## src/rtl/reg_bank_arbiter.sv

```systemverilog
// ============================================================================
// Module      : reg_bank_arbiter
// Description : Two-requester round-robin arbiter and 4-phase write sequencer
//               in front of a NUM_REGS x DATA_W register bank.
// Revision    : 1.0  initial release
// ============================================================================
`default_nettype none

module reg_bank_arbiter #(
    parameter int DATA_W   = 8,
    parameter int NUM_REGS = 4,
    parameter int ADDR_W   = 2
) (
    input  logic              clk,
    input  logic              reset,
    input  logic              req_a,
    input  logic              clr_a,
    input  logic [ADDR_W-1:0] addr_a,
    input  logic [DATA_W-1:0] data_a,
    output logic              gnt_a,
    output logic              ack_a,
    input  logic              req_b,
    input  logic              clr_b,
    input  logic [ADDR_W-1:0] addr_b,
    input  logic [DATA_W-1:0] data_b,
    output logic              gnt_b,
    output logic              ack_b,
    input  logic [ADDR_W-1:0] rd_addr,
    output logic [DATA_W-1:0] rd_data,
    output logic              busy
);

    typedef enum logic [1:0] {
        IDLE  = 2'd0,
        WRITE = 2'd1,
        WAIT  = 2'd2
    } state_t;

    state_t              r_state;
    logic                r_rr_b;      // 1 = B preferred on contention
    logic                r_owner_b;
    logic                r_clr;
    logic [ADDR_W-1:0]   r_addr;
    logic [DATA_W-1:0]   r_data;
    logic                r_gnt_a;
    logic                r_gnt_b;
    logic                r_ack_a;
    logic                r_ack_b;
    logic [DATA_W-1:0]   r_bank [NUM_REGS];

    logic                w_pick_b;
    logic                w_owner_req;
    logic                w_commit;
    logic [DATA_W-1:0]   w_wr_val;
    logic [DATA_W-1:0]   w_rd_data;

    assign w_pick_b    = req_b & (~req_a | r_rr_b);
    assign w_owner_req = r_owner_b ? req_b : req_a;
    assign w_commit    = (r_state == WRITE);
    assign w_wr_val    = r_clr ? '0 : r_data;

    always_ff @(posedge clk or negedge reset) begin
        if (!reset) begin
            r_state   <= IDLE;
            r_rr_b    <= 1'b0;
            r_owner_b <= 1'b0;
            r_clr     <= 1'b0;
            r_addr    <= '0;
            r_data    <= '0;
            r_gnt_a   <= 1'b0;
            r_gnt_b   <= 1'b0;
            r_ack_a   <= 1'b0;
            r_ack_b   <= 1'b0;
        end else begin
            case (r_state)
                IDLE: begin
                    if (req_a || req_b) begin
                        r_owner_b <= w_pick_b;
                        r_rr_b    <= ~w_pick_b;
                        r_clr     <= w_pick_b ? clr_b  : clr_a;
                        r_addr    <= w_pick_b ? addr_b : addr_a;
                        r_data    <= w_pick_b ? data_b : data_a;
                        r_gnt_a   <= ~w_pick_b;
                        r_gnt_b   <= w_pick_b;
                        r_state   <= WRITE;
                    end
                end
                WRITE: begin
                    r_ack_a <= ~r_owner_b;
                    r_ack_b <= r_owner_b;
                    r_state <= WAIT;
                end
                WAIT: begin
                    if (!w_owner_req) begin
                        r_gnt_a <= 1'b0;
                        r_gnt_b <= 1'b0;
                        r_ack_a <= 1'b0;
                        r_ack_b <= 1'b0;
                        r_state <= IDLE;
                    end
                end
                default: r_state <= IDLE;
            endcase
        end
    end

    // Out-of-range addresses match no slice, so the write is silently dropped.
    generate
        for (genvar i = 0; i < NUM_REGS; i++) begin : g_bank
            always_ff @(posedge clk or negedge reset) begin
                if (!reset) begin
                    r_bank[i] <= '0;
                end else if (w_commit && (r_addr == ADDR_W'(i))) begin
                    r_bank[i] <= w_wr_val;
                end
            end
        end
    endgenerate

    always_comb begin
        w_rd_data = '0;
        for (int i = 0; i < NUM_REGS; i++) begin
            if (rd_addr == ADDR_W'(i)) begin
                w_rd_data = r_bank[i];
            end
        end
    end

    assign rd_data = w_rd_data;
    assign gnt_a   = r_gnt_a;
    assign gnt_b   = r_gnt_b;
    assign ack_a   = r_ack_a;
    assign ack_b   = r_ack_b;
    assign busy    = (r_state != IDLE);

endmodule

`default_nettype wire

```

## config.mk

```make
export PLATFORM = sky130hd
export DESIGN_NAME = reg_bank_arbiter
export DESIGN_NICKNAME = d
export VERILOG_FILES = /design/src/rtl/reg_bank_arbiter.sv
export SDC_FILE = /design/constraint.sdc
export NUM_CORES = 1
export LEC_CHECK = 0
export ABC_AREA = 1
export CORE_UTILIZATION = 45
export DETAILED_ROUTE_END_ITERATION = 12
export GPL_TIMING_DRIVEN = 0
export PLACE_DENSITY = 0.72
export SKIP_CTS_REPAIR_TIMING = 1
export SYNTH_ARGS = -nofsm -noshare
export SYNTH_HDL_FRONTEND = slang
export SYNTH_SLANG_ARGS = --single-unit
```

## constraint.sdc

```tcl
create_clock -name clk -period 1.4 [get_ports clk]
set_clock_uncertainty 0.05 [all_clocks]
set_input_delay 0.28 -clock clk [delete_from_list [all_inputs] [get_ports clk]]
set_output_delay 0.28 -clock clk [all_outputs]
set_load 0.005 [all_outputs]
```

==> flow_summary.json, run 1 <==
{
  "area_delta_synth_final_pct": 49.9,
  "fp.dieW_um": 76.1,
  "final_cell_mix": "84 x nand2_1, 51 x dfrtp_1, 46 x inv_1",
  "synth_cell_types": 19,
  "status": "finished with violations",
  "place_area_um2": 2990,
  "setup_violations": 43,
  "critical_path_class": "reg -> reg",
  "ys_seq_elements": 51,
  "htree_levels": 2,
  "grt_usage": 0.218,
  "fin_tns_setup_ns": -3.28,
  "n_antenna_cell": 0,
  "worstPathMaxFanout": 10,
  "grt_pass1_vias": 2166,
  "worst_pin_slew_ns": 0.457,
  "dp_hpwl_um": 3970,
  "ant_nets": 0,
  "powerDensity_nw_per_um2": 1880,
  "synth_area_um2": 2470,
  "fin_crit_ns": 1.54,
  "cp.depth": 7,
  "hold_path.class": "in -> async",
  "clk_pin_slew_ns": 0.09,
  "crit_path_frequent_cell": "buf_6",
  "grt_max_degree": 35,
  "final_common_cell": "nand2_1",
  "power_leakage_nw": 1.90,
  "end_kind": "flip-flop",
  "fp.dieArea_um2": 5790,
  "cts_tree": "built",
  "initial_core_util": 0.475,
  "rows": 26,
  "ir_drop_v": 0.00134,
  "slowest_stage": "dfrtp_1",
  "worstPathRequired_ns": 1.54,
  "fin_cells": 474,
  "numPlacedInstances": 429,
  "rrSetupSlack_ns": -0.14,
  "finalWirelength_um": 6930,
  "ios": 41,
  "setup_ws_ns": -0.142,
  "violations": "setup timing",
  "yosys_warnings": 0,
  "synthCells": 318,
  "n_fill_cell": 407,
  "antenna_found_initial": 0,
  "grt_pass1_wl_um": 9960,
  "path_cells": "inv_2, ha_4, inv_8, buf_6, nor3_4, buf_6, o21ai_0",
  "route.detailed.drc": 0,
  "post-route-cell-area_um2": 3710,
  "clock_path_buffers": 2,
  "wl_per_cell_um": 14.6,
  "synth_area_per_cell_um2": 7.77,
  "layout-drive-gt1-share": 0.324,
  "synth.top_cell.area_share": 0.516,
  "first_pass_iters": 4,
  "preCtsSetupSlack_ns": -1.03,
  "cpPeakStageDelay_ns": 0.43,
  "rsz0062_at_grt": "yes",
  "maxSlewHeadroom": 0.694,
  "ff_latch_area_um2": 1280,
  "synth_area_leaders": "dfrtp_1 52%, nand2_1 17%, inv_1 8.2%",
  "numCtsBuffers": 5,
  "finalNetCount": 434,
  "ff2ff_path_depth": 7,
  "core_area_um2": 5200,
  "finalMaxSlewViolations": 0,
  "drtIter0Drc": 225,
  "gp_congestion": 0.766,
  "clkLatencyLatePin_ns": 0.31,
  "io_buffers": 40,
  "crit_family": "buffers and inverters",
  "multi_input_area_um2": 1190,
  "clkSinkCount": 51,
  "overflow": 0,
  "synth_area_leader_cell": "dfrtp_1",
  "finalCritPeriodShare": 1.10,
  "path_buf_inv": 4,
  "num_vias": 2391,
  "cp.arrival_ns": 1.68,
  "start_kind": "flip-flop",
  "yosysSeqAreaShare": 0.516,
  "clock.fmax_mhz": 649,
  "via_per_inst": 5.04,
  "root_buffer": "clkbuf_8",
  "maxCapViolations": 0,
  "dieHeight_um": 76.1,
  "synth.net_count": 349,
  "hold_viol": 0,
  "fin_hold_ws_ns": 0.388
}
[worst paths after layout]
check	start	end
max	r_state[1]	r_bank[10]
max reg2reg	r_state[1]	r_bank[10]
max in group asynchronous	reset	r_bank[27]
min in group clk	gnt_b	gnt_b
min reg2reg	gnt_b	gnt_b
min	reset	r_bank[7]
[where the power goes]
part,internal (mW),switching (mW)
Combinational,1.58,1.90
Clock,0.452,0.494
Sequential,2.11,0.454
[cell usage after synthesis (all sizes together)]
library cell and number:
o21ai 33, nand2 110, clkbuf 2, nor2 15, o21bai 1, a21oi 1, nand4 9, nor3 4
buf 7, ha 3, inv 56, dfrtp 51, nand3 26
[layer usage]
metal / vias to the layer above / wire (um) / GRT usage
met3: 14 / 396 / 0.0335
li1: 1151 / - / -
met4: 0 / 152 / 0.0750
met1: 1125 / 2800 / 0.289
met5: - / 0 / 0
met2: 101 / 3580 / 0.365
[flip-flops by register name, summed over array words and instances, names as in the netlist]
signal     flops
r_state        2
r_data         8
gnt_b          1
gnt_a          1
ack_a          1
r_clr          1
ack_b          1
r_rr_b         1
r_owner_b      1
r_bank        32
r_addr         2
[area by class of cell]
cell class                 count  share of cell area
inverter                      56              0.0607
buffer                         9              0.0243
multi-input combinational    202               0.322
tap                           70              0.0236
clock buffer                   8              0.0270
sequential                    51               0.344
timing repair buffer          78               0.198
[metrics by stage]
| stage | power, mW | util |
|---|---|---|
| after floorplan | 3.98 | - |
| final | 6.99 | 0.712 |
| after detailed placement | 4.87 | 0.575 |
| after CTS | 5.82 | 0.594 |
| after global placement | 4.79 | 0.572 |
| after global routing | 7.47 | 0.712 |
[kinds of logic (layout without fill, tap and decap cells)]
logic type | Yosys count | after routing | synth area share
AND/OR/NAND/NOR | 164 | 164 | 0.290
buffers and inverters | 65 | 151 | 0.107
flip-flops | 51 | 51 | 0.516
AO/OA/AOI/OAI | 35 | 35 | 0.0719
adder cells (fa/ha/maj) | 3 | 3 | 0.0152
Power figures use the tool's default switching activity.
==> inputs of run 2 (changes only) <==
HOLD_SLACK_MARGIN = 0.02   (was not set)
==> results of run 2 <==
Final layout, timing and power as in run 1 (identical DEF).
==> inputs of run 3 (changes only) <==
CORE_UTILIZATION = 48   (was 45)
PLACE_DENSITY = 0.76   (was 0.72)
==> flow_summary.json, run 3 (same netlist as run 1, synthesis figures left out) <==
{
  "clock_path_buffers": 2,
  "top_register": "r_bank",
  "maxSlewHeadroom": 0.624,
  "dieHeight_um": 73.8,
  "powerDensity_nw_per_um2": 1950,
  "startpoint": "r_state[1]",
  "hold_start": "ack_a",
  "end_kind": "flip-flop",
  "hold_viol": 0,
  "rrSetupSlack_ns": -0.17,
  "worst_pin_slew_ns": 0.564,
  "clock.fmax_mhz": 636,
  "initial_core_util": 0.510,
  "ir_drop_v": 0.00115,
  "min_path_cells": 2,
  "largest_reg_flops": 32,
  "total_power_mw": 7.52,
  "num_vias": 2544,
  "power_leakage_nw": 2.01,
  "cpPeakStageDelay_ns": 0.43,
  "maxCapViolations": 0,
  "path_cells": "inv_2, ha_4, inv_8, nor3_4, buf_6, nand2_2, o21ai_1",
  "ff2ff_path_depth": 7,
  "gp_congestion": 0.784,
  "cp.arrival_ns": 1.76,
  "core_area_um2": 4850,
  "finalWirelength_um": 7720,
  "rows": 25,
  "cts_tree": "built",
  "final_common_cell": "nand2_1",
  "antenna_found_initial": 0,
  "n_fill_cell": 285,
  "clkSinkCount": 51,
  "root_buffer": "clkbuf_8",
  "first_pass_iters": 4,
  "htree_levels": 2,
  "grt_pass1_vias": 1980,
  "fin_crit_ns": 1.57,
  "dp_hpwl_um": 3850,
  "fp.dieW_um": 73.8,
  "grt_pass1_wl_um": 8830,
  "critical_path_class": "reg -> reg",
  "reg.largest.list": "r_bank x32, r_data x8",
  "violations": "setup timing",
  "hold_end": "ack_a",
  "finalNetCount": 441,
  "regToRegEndpoint": "r_bank[19]",
  "numCtsBuffers": 5,
  "finalCritPeriodShare": 1.12,
  "io_buffers": 40,
  "start_kind": "flip-flop",
  "fp.dieArea_um2": 5440,
  "worstPathMaxFanout": 5,
  "finalMaxSlewViolations": 0,
  "reg2reg_from": "r_state[1]",
  "via_per_inst": 5.32,
  "n_antenna_cell": 0,
  "final_cell_mix": "82 x nand2_1, 51 x dfrtp_1, 46 x inv_1",
  "layout-drive-gt1-share": 0.350,
  "route.detailed.drc": 0,
  "setup_ws_ns": -0.173,
  "numPlacedInstances": 426,
  "overflow": 0,
  "clkLatencyLatePin_ns": 0.31,
  "setup_violations": 43,
  "wl_per_cell_um": 16.1,
  "clk_pin_slew_ns": 0.09,
  "drtIter0Drc": 178,
  "grt_usage": 0.220,
  "area_delta_synth_final_pct": 56.2,
  "rsz0062_at_grt": "yes",
  "slowest_stage": "dfrtp_1",
  "ant_nets": 0,
  "hold_path.class": "reg -> reg",
  "ios": 41,
  "status": "finished with violations",
  "fin_cells": 478,
  "grt_max_degree": 30,
  "worstPathRequired_ns": 1.59
}
[run 3: cell count changes in the layout (fill, tap and decap cells not counted), sizes merged]
cell,change
dlymetal6s2s,+3
bufinv,+1
clkbuf,-5
buf,+7
clkinv,+1
[run 3: metal layers]
metal / up-vias / global-route usage / routed length [um] / share of wire
li1: 1176 / - / - / -
met1: 1215 / 0.284 / 2880 / 0.37
met2: 126 / 0.375 / 4120 / 0.53
met3: 27 / 0.0329 / 451 / 0.058
met4: 0 / 0.0833 / 267 / 0.035
met5: - / 0 / 0 / 0
[run 3: cell type report]
cell class	instances	area, um2	share of cell area
Sequential cell	51	1280	0.330
Multi-Input combinational cell	202	1230	0.318
Timing Repair Buffer	85	841	0.218
Inverter	56	228	0.0590
Buffer	9	87.6	0.0227
Tap cell	67	83.8	0.0217
Clock buffer	6	82.6	0.0214
Clock inverter	2	35.0	0.00907
[run 3: power breakdown]
group | switching (mW) | total (mW) | internal (mW) | leakage [nW]
clock | 0.505 | 1.08 | 0.579 | 0.0612
sequential | 0.467 | 2.57 | 2.11 | 0.655
combinational | 2.08 | 3.86 | 1.78 | 1.30
[run 3: per-stage QoR]
| stage | instance area, um2 | hold WS, ns | utilization | TNS, ns | setup WS, ns |
|---|---|---|---|---|---|
| 6_report | 3860 | 0.430 | 0.797 | -4.11 | -0.173 |
| 5_1_grt | 3860 | 0.466 | 0.797 | -6.91 | -0.238 |
| 4_1_cts | 3110 | -0.0893 | 0.641 | -17.05 | -1.04 |
| 3_5_place_dp | 2990 | 0.246 | 0.616 | -18.84 | -1.04 |
| 3_3_place_gp | 2970 | 0.405 | 0.613 | -92.00 | -1.47 |
| 2_1_floorplan | 2490 | -0.0656 | - | 0 | 0.0131 |
[run 3: critical path, delay by kind of cell (launching register included)]
family	cells	cell delay, ns
flip-flops	1	0.43
AND/OR/NAND/NOR	2	0.39
buffers and inverters	3	0.35
adder cells (fa/ha/maj)	1	0.18
AO/OA/AOI/OAI	1	0.10
[run 3: worst max-delay path by stage]
stage	endpoint	slack (ns)	depth (start not counted)
2_1_floorplan	r_clr	0.01	8
3_3_place_gp	r_data[6]	-1.47	1
3_5_place_dp	rd_data[0]	-1.04	6
4_1_cts	rd_data[0]	-1.04	6
5_1_grt	r_bank[30]	-0.24	9
6_report	r_bank[19]	-0.17	7
